===== src/rtl/soc_board_ctrl.sv =====
// soc_board_ctrl: board-level glue for debounced push buttons, extended
// reset-request pulses and a power-on style SoC reset sequencer.
// Every asynchronous input passes through a two-flop synchroniser before use.
module soc_board_ctrl #(
    parameter int NUM_BTN         = 2,
    parameter int BTN_ACTIVE_LOW  = 1,
    parameter int DEBOUNCE_CYCLES = 50000,
    parameter int NUM_REQ         = 3,
    parameter int PULSE_EXT       = 32,
    parameter int EDGE_RISING     = 1,
    parameter int POR_CYCLES      = 64
) (
    input  logic               clk_i,
    input  logic               rst_i,
    input  logic [NUM_BTN-1:0] btn_i,
    output logic [NUM_BTN-1:0] btn_o,
    output logic [NUM_BTN-1:0] btn_press_o,
    input  logic [NUM_REQ-1:0] req_i,
    output logic [NUM_REQ-1:0] req_pulse_o,
    input  logic               soc_rst_req_i,
    output logic               soc_rstn_o
);

    localparam int DB_W  = $clog2(DEBOUNCE_CYCLES + 1);
    localparam int PLS_W = $clog2(PULSE_EXT + 1);
    localparam int POR_W = $clog2(POR_CYCLES + 1);

    localparam logic [DB_W-1:0]    DB_LAST   = DB_W'(DEBOUNCE_CYCLES - 1);
    localparam logic [PLS_W-1:0]   PLS_LOAD  = PLS_W'(PULSE_EXT);
    localparam logic [POR_W-1:0]   POR_LAST  = POR_W'(POR_CYCLES - 1);
    localparam logic [NUM_BTN-1:0] BTN_POL   = (BTN_ACTIVE_LOW != 0) ? {NUM_BTN{1'b1}} : {NUM_BTN{1'b0}};
    localparam logic [NUM_REQ-1:0] REQ_IDLE  = (EDGE_RISING != 0) ? {NUM_REQ{1'b0}} : {NUM_REQ{1'b1}};

    typedef enum logic [1:0] {
        ST_HOLD  = 2'd0,
        ST_COUNT = 2'd1,
        ST_RUN   = 2'd2
    } soc_state_t;

    // Synchroniser stages
    logic [NUM_BTN-1:0] btn_meta_r;
    logic [NUM_BTN-1:0] btn_sync_r;
    logic [NUM_REQ-1:0] req_meta_r;
    logic [NUM_REQ-1:0] req_sync_r;
    logic               soc_meta_r;
    logic               soc_sync_r;

    // Debounce state
    logic [DB_W-1:0]    db_cnt_r [NUM_BTN];
    logic [NUM_BTN-1:0] btn_r;
    logic [NUM_BTN-1:0] btn_press_r;

    // Request pulse state
    logic [NUM_REQ-1:0] req_hist_r;
    logic [NUM_REQ-1:0] req_edge_s;
    logic [PLS_W-1:0]   pulse_cnt_r [NUM_REQ];
    logic [NUM_REQ-1:0] req_pulse_r;

    // SoC reset sequencer state
    soc_state_t         soc_state_r;
    logic [POR_W-1:0]   por_cnt_r;
    logic               soc_rstn_r;

    // Two-flop synchronisers; button polarity is normalised before the first flop
    always_ff @(posedge clk_i) begin
        if (rst_i) begin
            btn_meta_r <= {NUM_BTN{1'b0}};
            btn_sync_r <= {NUM_BTN{1'b0}};
            req_meta_r <= {NUM_REQ{1'b0}};
            req_sync_r <= {NUM_REQ{1'b0}};
            soc_meta_r <= 1'b0;
            soc_sync_r <= 1'b0;
        end else begin
            btn_meta_r <= btn_i ^ BTN_POL;
            btn_sync_r <= btn_meta_r;
            req_meta_r <= req_i;
            req_sync_r <= req_meta_r;
            soc_meta_r <= soc_rst_req_i;
            soc_sync_r <= soc_meta_r;
        end
    end

    // Per-button debounce: accept a new level only after it has been stable long enough
    always_ff @(posedge clk_i) begin
        if (rst_i) begin
            btn_r       <= {NUM_BTN{1'b0}};
            btn_press_r <= {NUM_BTN{1'b0}};
            for (int i = 0; i < NUM_BTN; i++) begin
                db_cnt_r[i] <= {DB_W{1'b0}};
            end
        end else begin
            for (int i = 0; i < NUM_BTN; i++) begin
                if (btn_sync_r[i] != btn_r[i]) begin
                    if (db_cnt_r[i] == DB_LAST) begin
                        btn_r[i]       <= btn_sync_r[i];
                        btn_press_r[i] <= btn_sync_r[i];
                        db_cnt_r[i]    <= {DB_W{1'b0}};
                    end else begin
                        btn_press_r[i] <= 1'b0;
                        db_cnt_r[i]    <= db_cnt_r[i] + DB_W'(1);
                    end
                end else begin
                    btn_press_r[i] <= 1'b0;
                    db_cnt_r[i]    <= {DB_W{1'b0}};
                end
            end
        end
    end

    // Qualifying request edge: synchronised level against its one-cycle history
    always_comb begin
        req_edge_s = {NUM_REQ{1'b0}};
        if (EDGE_RISING != 0) begin
            req_edge_s = req_sync_r & ~req_hist_r;
        end else begin
            req_edge_s = ~req_sync_r & req_hist_r;
        end
    end

    // Pulse stretchers: an edge arms a fixed-length pulse; edges while armed are dropped
    always_ff @(posedge clk_i) begin
        if (rst_i) begin
            req_hist_r  <= REQ_IDLE;
            req_pulse_r <= {NUM_REQ{1'b0}};
            for (int j = 0; j < NUM_REQ; j++) begin
                pulse_cnt_r[j] <= {PLS_W{1'b0}};
            end
        end else begin
            req_hist_r <= req_sync_r;
            for (int j = 0; j < NUM_REQ; j++) begin
                if (pulse_cnt_r[j] != {PLS_W{1'b0}}) begin
                    pulse_cnt_r[j] <= pulse_cnt_r[j] - PLS_W'(1);
                    req_pulse_r[j] <= (pulse_cnt_r[j] != PLS_W'(1));
                end else if (req_edge_s[j]) begin
                    pulse_cnt_r[j] <= PLS_LOAD;
                    req_pulse_r[j] <= 1'b1;
                end else begin
                    pulse_cnt_r[j] <= {PLS_W{1'b0}};
                    req_pulse_r[j] <= 1'b0;
                end
            end
        end
    end

    // SoC reset sequencer: hold while requested, then count out the release delay
    always_ff @(posedge clk_i) begin
        if (rst_i) begin
            soc_state_r <= ST_HOLD;
            por_cnt_r   <= {POR_W{1'b0}};
            soc_rstn_r  <= 1'b0;
        end else if (soc_sync_r) begin
            soc_state_r <= ST_HOLD;
            por_cnt_r   <= {POR_W{1'b0}};
            soc_rstn_r  <= 1'b0;
        end else begin
            case (soc_state_r)
                ST_HOLD: begin
                    soc_state_r <= ST_COUNT;
                    por_cnt_r   <= {POR_W{1'b0}};
                    soc_rstn_r  <= 1'b0;
                end
                ST_COUNT: begin
                    if (por_cnt_r == POR_LAST) begin
                        soc_state_r <= ST_RUN;
                        por_cnt_r   <= {POR_W{1'b0}};
                        soc_rstn_r  <= 1'b1;
                    end else begin
                        soc_state_r <= ST_COUNT;
                        por_cnt_r   <= por_cnt_r + POR_W'(1);
                        soc_rstn_r  <= 1'b0;
                    end
                end
                ST_RUN: begin
                    soc_state_r <= ST_RUN;
                    por_cnt_r   <= {POR_W{1'b0}};
                    soc_rstn_r  <= 1'b1;
                end
                default: begin
                    soc_state_r <= ST_HOLD;
                    por_cnt_r   <= {POR_W{1'b0}};
                    soc_rstn_r  <= 1'b0;
                end
            endcase
        end
    end

    assign btn_o       = btn_r;
    assign btn_press_o = btn_press_r;
    assign req_pulse_o = req_pulse_r;
    assign soc_rstn_o  = soc_rstn_r;

endmodule

===== config.mk =====
export PLATFORM = sky130hd
export DESIGN_NAME = soc_board_ctrl
export DESIGN_NICKNAME = d
export VERILOG_FILES = /design/src/rtl/soc_board_ctrl.sv
export SDC_FILE = /design/constraint.sdc
export NUM_CORES = 1
export LEC_CHECK = 0
export BUFFER_PORTS_ARGS = -buffer_cell sky130_fd_sc_hd__clkbuf_2
export CAP_MARGIN = 20
export CORE_ASPECT_RATIO = 0.5
export CORE_MARGIN = 1.5
export CORE_UTILIZATION = 35
export DETAILED_ROUTE_END_ITERATION = 10
export SLEW_MARGIN = 25
export SYNTH_ARGS = -nofsm -noshare
export SYNTH_HDL_FRONTEND = slang
export SYNTH_SLANG_ARGS = --single-unit

===== constraint.sdc =====
create_clock -name clk_i -period 1.9 [get_ports clk_i]
set_input_delay 0.19 -clock clk_i [delete_from_list [all_inputs] [get_ports clk_i]]
set_output_delay 0.19 -clock clk_i [all_outputs]
set_load 0.005 [all_outputs]

==> impl_metrics.csv <==
group,metric,value,unit
power,power,4.46,mW
placement,place.gp.congestion,0.737,
sta,fmaxAchievable,503,MHz
clock_network,cts_buffer_depth,2,
synthesis,synth_top_area_share,36.5,%
layout,flow.area_growth_from_synthesis,23.9,%
global_routing,grt_usage,11.8,%
floorplan,dieArea,11200,µm²
clock_network,clock_latency,0.34,ns
synthesis,synth_cells,350,
critical_path,cp-end-kind,"flop",
critical_path,cp.required,1.99,ns
synthesis,ys_top_cells_by_count,"nor2_1, edfxtp_1, dfxtp_1, xnor2_1, nand2_1",
clock_network,htree_levels,3,
power,peakVddDrop,0.557,mV
critical_path,worst-setup-path-type,"reg -> reg",
global_routing,grt_pass1_wl,10100,µm
sta,setup-violations-final,18,
run_status,status,"finished with violations",
run_status,violations,"setup timing",
worst_hold_path,hold_path.class,"in -> reg",
layout,drive_gt1_share,12.3,%
critical_path,worstPathArrival,2.08,ns
global_routing,grt_start_max_net_pins,19,
route,dr.first_iter.drc_count,72,
clock_network,cts_tree,"built",
sta,min_period,1.99,ns
synthesis,synth_cell_types,34,
run,cap_viol_max_count,0,
critical_path,crit_fanout,7,
critical_path,rr_worst_depth,4,
route,wire_per_inst,10.3,µm
floorplan,rows,26,
floorplan,die_h,75.8,µm
synthesis,ys.flop_type,"edfxtp_1",
layout,nNetsFinal,457,
power,p_leak,1.76,nW
placement,dp_hpwl,4140,µm
route,drc,0,
sta,max_slew_margin,60.0,%
synthesis,synth.most_common_cell,"nor2_1",
floorplan,initial_core_util,36.2,%
synthesis,synth-seq-cells,82,
worst_hold_path,hold_end,"req_meta_r[2]$_SDFF_PP0_",
critical_path,reg2reg_to,"db_cnt_r[0][11]$_SDFFCE_PP0P_",
clock_network,cts_num_sinks,82,
synthesis,synth_edf_count,45,
critical_path,reg2reg_from,"db_cnt_r[0][5]$_SDFFCE_PP0P_",
global_routing,first_global_vias,2256,
layout,fill_cells,1001,
sta,finClkSkew,0.00560,ns
synthesis,synth_top_cell_by_area,"edfxtp_1",
floorplan,core,10200,µm²
worst_hold_path,min_path_cells,2,
synthesis,synth.area.top_cells,"edfxtp_1, dfxtp_1, nor2_1",
global_routing,grt_antenna_before_repair,0,
route,num_vias,2540,
floorplan,die_width,149,µm
synthesis,synthesis.area,3700,µm²
sta,rsz0062_at_grt,"true",
sta,hold_viol,0,
synthesis,ys_seq_area_share,56.5,%
worst_hold_path,hold_path_startpoint,"req_i[2]",
sta,fin_crit_sh,105,%
sta,tightest_slew,0.597,ns
route,drt-total-wl,5990,µm
sta,slew_viol_final,0,
power,power_density,972,nW/µm²
layout,num_antenna_cells,0,
clock_network,cts-root-buf,"clkbuf_16",
route,drt-vias-per-instance,4.38,
global_routing,grt_remaining_overflow,0,
critical_path,start_kind,"flop",
clock_network,clk_pin_slew,0.07,ns
sta,hold_ws,0.0572,ns
clock_network,cts_buffers,9,
sta,timing.final.ws_setup,-0.0875,ns
synthesis,async_reset_ff_share,0,%
critical_path,rrSetupSlack,-0.09,ns
floorplan,ioPinCount,16,
placement,portBuffers,15,
route,detail-route-antenna-nets,0,
synthesis,syn_area_per_cell,10.6,µm²
route,dr.pass1.iters,4,
synthesis,yosys_warnings,0,
==> layer usage <==
metal	vias to the layer above	global-route usage (%)	routed length [µm]
li1	1339	-	-
met1	1163	14.7	3070
met3	10	4.49	210
met4	0	5.28	91
met5	-	0	0
met2	28	18.5	2630
==> cell families after synthesis <==
kind of cell | share of synthesized area (%)
compound gates | 3.01
xor+xnor | 10.2
fa+ha+maj | 4.73
buf+inv | 2.03
flops | 56.5
mux | 0.540
other cells | 0.101
simple gates | 23.0
==> per-stage QoR <==
stage                     TNS, ns  util [%]  setup WS [ns]  instances  cell area (µm²)
after floorplan             -1.27         -         -0.123        394             3870
after global placement      -1.29      41.1        -0.0958        560             4210
final                       -1.22      44.8        -0.0875        580             4590
after detailed placement    -1.70      41.1         -0.135        560             4210
after CTS                   -1.49      44.7        -0.0998        579             4580
after global routing        -2.11      44.8         -0.141        580             4590
==> flip-flops by register name, summed over array words and instances (netlist names) <==
register and count:
pulse_cnt_r 18, btn_o 2, btn_press_o 2, soc_rstn_o 1, req_pulse_o 3, soc_state_r 2, req_hist_r 3, soc_meta_r 1
soc_sync_r 1, btn_sync_r 2, db_cnt_r 32, req_sync_r 3, por_cnt_r 7, req_meta_r 3, btn_meta_r 2
==> cell type report <==
cell class / instances / area, µm² / area share, %
clock buffers: 10 / 250 / 5.45
clock inverters: 6 / 71.3 / 1.55
inverters: 13 / 48.8 / 1.06
multi-input cells: 295 / 1730 / 37.6
flip-flops and latches: 82 / 2090 / 45.6
well taps: 140 / 175 / 3.82
repair buffers: 34 / 226 / 4.93
==> what timing repair did <==
action	CTS	global route
endpoints found under the hold margin	2	0
setup endpoints to repair	17	18
buffers inserted	0	1
hold buffers	2	0
gates cloned	1	0
pin swaps	4	1
resized for setup	2	1
==> how the worst max path moves through the flow <==
stage                                        from                            end  slack, ns  depth (start not counted)
global route         db_cnt_r[0][7]$_SDFFCE_PP0P_  db_cnt_r[0][12]$_SDFFCE_PP0P_      -0.14                          4
detailed placement  db_cnt_r[0][13]$_SDFFCE_PP0P_   db_cnt_r[0][8]$_SDFFCE_PP0P_      -0.14                          4
finish               db_cnt_r[0][5]$_SDFFCE_PP0P_  db_cnt_r[0][11]$_SDFFCE_PP0P_      -0.09                          4
floorplan           db_cnt_r[0][11]$_SDFFCE_PP0P_   db_cnt_r[0][0]$_SDFFCE_PP0P_      -0.12                          5
global placement    db_cnt_r[0][13]$_SDFFCE_PP0P_   db_cnt_r[0][7]$_SDFFCE_PP0P_       -0.1                          4
CTS                  db_cnt_r[0][5]$_SDFFCE_PP0P_   db_cnt_r[0][5]$_SDFFCE_PP0P_       -0.1                          4
==> cell usage in the layout, fill, tap and decap left out, drive strengths merged, types with 2 or more instances in the layout <==
| cell | Yosys | final |
|---|---|---|
| xnor2 | 33 | 33 |
| nor4bb | 2 | 2 |
| nand2 | 17 | 18 |
| clkbuf | 3 | 25 |
| nor4 | 9 | 9 |
| nand4 | 8 | 8 |
| nor4b | 3 | 3 |
| o31ai | 3 | 3 |
| and3 | 5 | 5 |
| mux2i | 2 | 2 |
| nand4b | 2 | 2 |
| a21o | 3 | 3 |
| or3 | 3 | 3 |
| nor2 | 79 | 79 |
| nand3 | 13 | 13 |
| or4b | 2 | 2 |
| buf | 2 | 17 |
| a21oi | 7 | 7 |
| dfxtp | 37 | 37 |
| nor2b | 13 | 13 |
| nor3 | 14 | 14 |
| ha | 14 | 14 |
| xor2 | 10 | 10 |
| edfxtp | 45 | 45 |
| dlygate4sd3 | 0 | 2 |
| inv | 13 | 15 |
| clkinvlp | 0 | 2 |
| conb | 1 | 45 |
| o21ai | 3 | 3 |
==> critical path, cell delays in order, from the launching register on <==
cell      delay [ns]
edfxtp_1        0.38
or4b_1          0.52
or4_4           0.64
nand2_4         0.15
nor2_1          0.05
==> where the power goes <==
group | internal (mW) | leakage, nW | switching [mW]
Clock | 1.11 | 0.151 | 0.731
Combinational | 0.232 | 0.846 | 0.263
Sequential | 2.02 | 0.767 | 0.111
Note: power is estimated with default switching activity, not from simulation.
